<file path="config.mk">
export PLATFORM = sky130hd
export DESIGN_NAME = audio_sample_buffer
export DESIGN_NICKNAME = d
export VERILOG_FILES = /design/src/rtl/audio_pkg.sv /design/src/rtl/audio_sample_fifo.sv /design/src/rtl/audio_sample_buffer.sv
export SDC_FILE = /design/constraint.sdc
export NUM_CORES = 1
export LEC_CHECK = 0
export ABC_CLOCK_PERIOD_IN_PS = 4700
export BUFFER_PORTS_ARGS = -buffer_cell sky130_fd_sc_hd__buf_2
export CAP_MARGIN = 0
export CORE_MARGIN = 5
export CORE_UTILIZATION = 45
export CTS_CLUSTER_SIZE = 14
export DETAILED_ROUTE_END_ITERATION = 8
export PLACE_DENSITY = 0.71
export SLEW_MARGIN = 20
export SYNTH_ARGS = -nofsm -noshare
export SYNTH_HDL_FRONTEND = slang
export SYNTH_HIERARCHICAL = 1
export SYNTH_SLANG_ARGS = --single-unit
</file>
<file path="constraint.sdc">
create_clock -name iCLK -period 4.7 [get_ports iCLK]
set_input_delay 0.47 -clock iCLK [delete_from_list [all_inputs] [get_ports iCLK]]
set_output_delay 0.47 -clock iCLK [all_outputs]
set_load 0.01 [all_outputs]
</file>
<file path="src/rtl/audio_pkg.sv">
// Shared constants and state encoding for the stereo audio sample buffer.
package audio_pkg;

    localparam int unsigned AUD_BIT_DEPTH_DEF = 24;
    localparam int unsigned UNDERRUN_CNT_W    = 16;

    typedef enum logic {
        S_PRIME = 1'b0,
        S_RUN   = 1'b1
    } state_t;

endpackage

</file>
<file path="src/rtl/audio_sample_fifo.sv">
// Synchronous FIFO for stereo pairs, with an explicit occupancy counter.
// Pushes are ignored when full and pops are ignored when empty.
module audio_sample_fifo #(
    parameter int unsigned WIDTH = 48,
    parameter int unsigned AW    = 2
) (
    input  logic             clk,
    input  logic             rst,
    input  logic             push,
    input  logic             pop,
    input  logic [WIDTH-1:0] wdata,
    output logic [WIDTH-1:0] rdata,
    output logic [AW:0]      fill
);

    localparam int unsigned DEPTH = 1 << AW;

    logic [WIDTH-1:0] mem [DEPTH];
    logic [AW-1:0]    wr_ptr;
    logic [AW-1:0]    rd_ptr;
    logic             do_push;
    logic             do_pop;

    assign do_push = push && (fill != (AW+1)'(DEPTH));
    assign do_pop  = pop && (fill != '0);
    assign rdata   = mem[rd_ptr];

    // Pointers wrap naturally; fill tracks occupancy independently.
    always_ff @(posedge clk or posedge rst) begin
        if (rst) begin
            wr_ptr <= '0;
            rd_ptr <= '0;
            fill   <= '0;
        end else begin
            if (do_push) wr_ptr <= wr_ptr + 1'b1;
            if (do_pop)  rd_ptr <= rd_ptr + 1'b1;
            case ({do_push, do_pop})
                2'b10:   fill <= fill + 1'b1;
                2'b01:   fill <= fill - 1'b1;
                default: ;
            endcase
        end
    end

    always_ff @(posedge clk) begin
        if (do_push) mem[wr_ptr] <= wdata;
    end

endmodule

</file>
<file path="src/rtl/audio_sample_buffer.sv">
// Stereo elastic buffer: engine pushes L/R pairs, one pair popped per LRCK frame.
// Define AUDIO_UNDERRUN_CNT_EN to enable the saturating underrun counter.
module audio_sample_buffer
    import audio_pkg::*;
#(
    parameter int unsigned AUD_BIT_DEPTH = AUD_BIT_DEPTH_DEF,
    parameter int unsigned FIFO_AW       = 2,
    parameter int unsigned PRIME_LEVEL   = 2
) (
    input  logic                      iCLK,
    input  logic                      reset,
    input  logic                      iAUD_DACLRCK,
    input  logic                      i_sample_valid,
    output logic                      o_sample_ready,
    input  logic [AUD_BIT_DEPTH-1:0]  i_lsample,
    input  logic [AUD_BIT_DEPTH-1:0]  i_rsample,
    output logic [AUD_BIT_DEPTH-1:0]  o_lsound_out,
    output logic [AUD_BIT_DEPTH-1:0]  o_rsound_out,
    output logic                      o_frame_tick,
    output logic                      o_underrun,
    output logic [FIFO_AW:0]          o_fill,
    output logic [UNDERRUN_CNT_W-1:0] o_underrun_cnt
);

    localparam int unsigned DEPTH = 1 << FIFO_AW;
    localparam int unsigned PAIR_W = 2 * AUD_BIT_DEPTH;

    state_t              state;
    logic                lrck_s1;
    logic                lrck_s2;
    logic                lrck_dly;
    logic                boundary;
    logic                push;
    logic                pop;
    logic [FIFO_AW:0]    fill;
    logic [PAIR_W-1:0]   head;

    // Two-stage synchroniser plus one delay stage for falling-edge detection.
    always_ff @(posedge iCLK or posedge reset) begin
        if (reset) begin
            lrck_s1  <= 1'b0;
            lrck_s2  <= 1'b0;
            lrck_dly <= 1'b0;
        end else begin
            lrck_s1  <= iAUD_DACLRCK;
            lrck_s2  <= lrck_s1;
            lrck_dly <= lrck_s2;
        end
    end

    assign boundary       = lrck_dly & ~lrck_s2;
    assign o_sample_ready = (fill != (FIFO_AW+1)'(DEPTH));
    assign push           = i_sample_valid & o_sample_ready;
    assign o_fill         = fill;

    // Pops see only the registered fill, so a same-cycle push never bypasses.
    always_comb begin
        pop = 1'b0;
        if (boundary) begin
            if (state == S_PRIME) pop = (fill >= (FIFO_AW+1)'(PRIME_LEVEL));
            else                  pop = (fill != '0);
        end
    end

    audio_sample_fifo #(
        .WIDTH (PAIR_W),
        .AW    (FIFO_AW)
    ) u_fifo (
        .clk   (iCLK),
        .rst   (reset),
        .push  (push),
        .pop   (pop),
        .wdata ({i_lsample, i_rsample}),
        .rdata (head),
        .fill  (fill)
    );

    // Prime/run control with held output pair, tick and underrun pulses.
    always_ff @(posedge iCLK or posedge reset) begin
        if (reset) begin
            state        <= S_PRIME;
            o_lsound_out <= '0;
            o_rsound_out <= '0;
            o_frame_tick <= 1'b0;
            o_underrun   <= 1'b0;
        end else begin
            o_frame_tick <= boundary;
            o_underrun   <= boundary && (state == S_RUN) && (fill == '0);
            if (pop) begin
                o_lsound_out <= head[PAIR_W-1:AUD_BIT_DEPTH];
                o_rsound_out <= head[AUD_BIT_DEPTH-1:0];
            end
            if (boundary) begin
                case (state)
                    S_PRIME: if (pop)          state <= S_RUN;
                    S_RUN:   if (fill == '0)   state <= S_PRIME;
                    default:                   state <= S_PRIME;
                endcase
            end
        end
    end

`ifdef AUDIO_UNDERRUN_CNT_EN
    logic [UNDERRUN_CNT_W-1:0] underrun_cnt;

    always_ff @(posedge iCLK or posedge reset) begin
        if (reset) begin
            underrun_cnt <= '0;
        end else if (o_underrun && (underrun_cnt != '1)) begin
            underrun_cnt <= underrun_cnt + 1'b1;
        end
    end

    assign o_underrun_cnt = underrun_cnt;
`else
    assign o_underrun_cnt = '0;
`endif

endmodule

</file>
==> flow_metrics.env <==
export IMPL_die_outline_area_mm2=0.02430
export IMPL_clock_skew_final_ns=0.01535
export IMPL_timing_max_transition_violations_final=0
export IMPL_timing_worst_slew_pin_value_ns=0.7385
export IMPL_final_critical_delay_including_setup_and_external_delays_ns=2.875
export IMPL_highest_layer="met5"
export IMPL_fmaxAchievable_mhz=347.9
export IMPL_area_growth_pct=16.31
export IMPL_report_final_hold_viol_count=0
export IMPL_rows=53
export IMPL_cts_clk_slew_worst_paths_ns=0.06
export IMPL_ratio_of_routed_vias_to_standard_cells=5.109
export IMPL_startpoint_type="flip-flop"
export IMPL_worstPathMaxFanout=49
export IMPL_synth_lib_cells_used_distinct=26
export IMPL_postSynthAreaPerCell_um2=22.53
export IMPL_num_io_pins=122
export IMPL_synth_largest_type_area_fraction_pct=60.20
export IMPL_ys_seq_elements=253
export IMPL_worstPathArrival_ns=3.31
export IMPL_avgRoutedWirePerCell_um=20.42
export IMPL_detailedRoute_firstIterationViolations=222
export IMPL_dr_wl_met3_um=1036
export IMPL_antenna_found_initial=3
export IMPL_grt_max_degree=51
export IMPL_synthesis_area_mm2=0.009577
export IMPL_synthArstFlopShare_pct=24.11
export IMPL_netlist_instances=425
export IMPL_report_final_setup_viol=0
export IMPL_port_buffer_cells=105
export IMPL_cts_htree_levels=1
export IMPL_die_width_um=155.9
export IMPL_place_worst_setup_slack_ns=1.832
export IMPL_final_antenna_net_count=0
export IMPL_detailroute_via_count=4317
export IMPL_grtUsageTotal_pct=14.42
export IMPL_cts_root_buffer_cell="sky130_fd_sc_hd__clkbuf_16"
export IMPL_hold_class="in2reg"
export IMPL_run_status="complete, no violations"
export IMPL_p_per_area_mw_per_mm2=644.2
export IMPL_tritoncts="yes"
export IMPL_netlist_top_cells_area="sky130_fd_sc_hd__edfxtp_1 60%, sky130_fd_sc_hd__dfrtp_1 16%, sky130_fd_sc_hd__mux4_2 11%"
export IMPL_layout_drive_gt1_share_pct=45.44
export IMPL_worstPathRequired_ns=5.14
export IMPL_synth_warning_count=6
export IMPL_cts_made_buffers=26
export IMPL_grt_first_pass_wirelength_um=27070
export IMPL_layout_worst_path_cycle_share_pct=61.16
export IMPL_core_area_mm2=0.02102
export IMPL_placer_congestion_estimate=0.7347
export IMPL_vias_in_the_first_global_route=4607
export IMPL_commonest_cells_after_routing_fill_and_taps_aside="192 x sky130_fd_sc_hd__edfxtp_1, 105 x sky130_fd_sc_hd__buf_2, 59 x sky130_fd_sc_hd__dfrtp_1"
export IMPL_ctsResizeCount=0
export IMPL_wl_met2_um=8844
export IMPL_mostFrequentLayoutCell="sky130_fd_sc_hd__edfxtp_1"
export IMPL_setup_tns_ns=0
export IMPL_cp_end_kind="flip-flop"
export IMPL_finish_net_count=608
export IMPL_drt_pass1_iterations=4
export IMPL_synth_top_area_cell="sky130_fd_sc_hd__edfxtp_1"
export IMPL_route_final_wire_length_um=17250
export IMPL_floorplan_initialDensity_pct=45.56
export IMPL_cts_buffer_depth=3
export IMPL_number_of_enable_flip_flop_cells_after_synthesis=192
export IMPL_overflow=0
export IMPL_vdd_ir_drop_worst_v=0.0004137
export IMPL_kind_of_critical_path="reg2reg"
export IMPL_met1_length_um=7020
export IMPL_die_h_um=155.9
export IMPL_place_detailed_hpwl_um=10780
export IMPL_seq_area_frac_synth_pct=76.14
export IMPL_antenna_cells=0
export IMPL_max_slew_margin_pct=50.77
export IMPL_max_cap_viol_count=0
export IMPL_clkSinkCount=253
export IMPL_setup_repair_after_global_routing_missed_its_margin="false"
export IMPL_drc_errors=0
export IMPL_final_critical_path_setup_slack_ns=1.825
export IMPL_power_leakage_nw=4.091
export IMPL_clock_latency_on_the_worst_skew_pair_ns=0.51
export IMPL_most_frequently_used_flop_master_after_synthesis="sky130_fd_sc_hd__edfxtp_1"
[worst max-delay path, stage by stage, from the launching register on]
cell	delay, ns
sky130_fd_sc_hd__dfrtp_1	0.48
sky130_fd_sc_hd__nand2_1	0.14
sky130_fd_sc_hd__a21oi_4	0.16
sky130_fd_sc_hd__buf_4	0.60
sky130_fd_sc_hd__o31a_1	0.32
sky130_fd_sc_hd__ha_1	0.24
sky130_fd_sc_hd__inv_1	0.07
sky130_fd_sc_hd__fa_1	0.37
sky130_fd_sc_hd__xor2_1	0.15
sky130_fd_sc_hd__nor2_1	0.11
sky130_fd_sc_hd__xor2_1	0.15
[cell type report]
class	instances	area (um^2)
tap	275	344.1
timing repair buffer	114	608.1
multi-input combinational	145	2003
fill	1629	9883
inverter	10	37.54
clock inverter	7	70.07
clock buffer	41	778.2
sequential	253	7297
[repair_timing]
item,in CTS,in global routing
hold buffers,1,0
hold endpoints to repair,20,0
setup buffers,0,0
[flip-flops by register name, indices dropped and copies added (netlist names)]
| signal | flops |
|---|---|
| lrck_dly | 1 |
| lrck_s1 | 1 |
| lrck_s2 | 1 |
| o_frame_tick | 1 |
| o_lsound_out | 24 |
| o_rsound_out | 24 |
| o_underrun | 1 |
| state | 1 |
| u_fifo/fill | 3 |
| u_fifo/mem | 192 |
| u_fifo/rd_ptr | 2 |
| u_fifo/wr_ptr | 2 |
[per-stage QoR]
| step | cells | hold WS, ns | util [%] | cell area [um^2] | power, mW |
|---|---|---|---|---|---|
| after detailed placement | 795 | 0.3485 | 48.81 | 10260 | 5.258 |
| after floorplan | 440 | 0.2734 | - | 9633 | 4.716 |
| after global routing | 845 | 0.05377 | 52.98 | 11140 | 7.557 |
| after global placement | 795 | 0.3322 | 48.81 | 10260 | 5.184 |
| after CTS | 844 | 0.04748 | 52.89 | 11120 | 7.268 |
| final | 845 | 0.06858 | 52.98 | 11140 | 7.175 |
[final timing paths]
kind	from	to	slack, ns	cells after the start
max	u_fifo/fill[0]$_DFFE_PP0P_	u_fifo/fill[2]$_DFFE_PP0P_	1.83	10
min	iAUD_DACLRCK	lrck_s1$_DFF_PP0_	0.07	1
max reg2reg	u_fifo/fill[0]$_DFFE_PP0P_	u_fifo/fill[2]$_DFFE_PP0P_	1.83	10
min reg2reg	lrck_s1$_DFF_PP0_	lrck_s2$_DFF_PP0_	0.38	0
max in group asynchronous	reset	o_rsound_out[0]$_DFFE_PP0P_	3.26	4
min in group asynchronous	reset	u_fifo/wr_ptr[0]$_DFFE_PP0P_	0.45	3
[synthesized netlist by cell type, drive strengths merged (2+ instances only)]
cell	count
ha	5
xor2	3
mux4	48
inv	10
xnor2	3
buf	32
mux2	49
o21ai	2
edfxtp	192
dfrtp	61
and2	5
nand2	4
nor2	3
[routing by layer]
layer,vias up,GRT usage (%)
li1,1901,-
met1,2228,18.92
met2,150,24.98
met3,32,3.162
met4,6,3.043
met5,-,0
[report_power, final]
part	leakage (nW)	switching, mW	internal, mW
Sequential	2.47	0.317	3.05
Combinational	1.21	0.884	0.942
Clock	0.409	0.790	1.19
Total	4.09	1.99	5.18
[cells by family after synthesis]
kind of cell               synth area share (%)
DFF                                       76.14
muxes                                     17.51
buffers and inverters                     3.658
and+or+nand+nor                          0.8230
adders and majority gates                0.8623
xor gates and xnor gates                 0.5488
AOI/OAI and AO/OA                        0.4181
other                                   0.03916
Note: power is estimated with default switching activity, not from simulation.
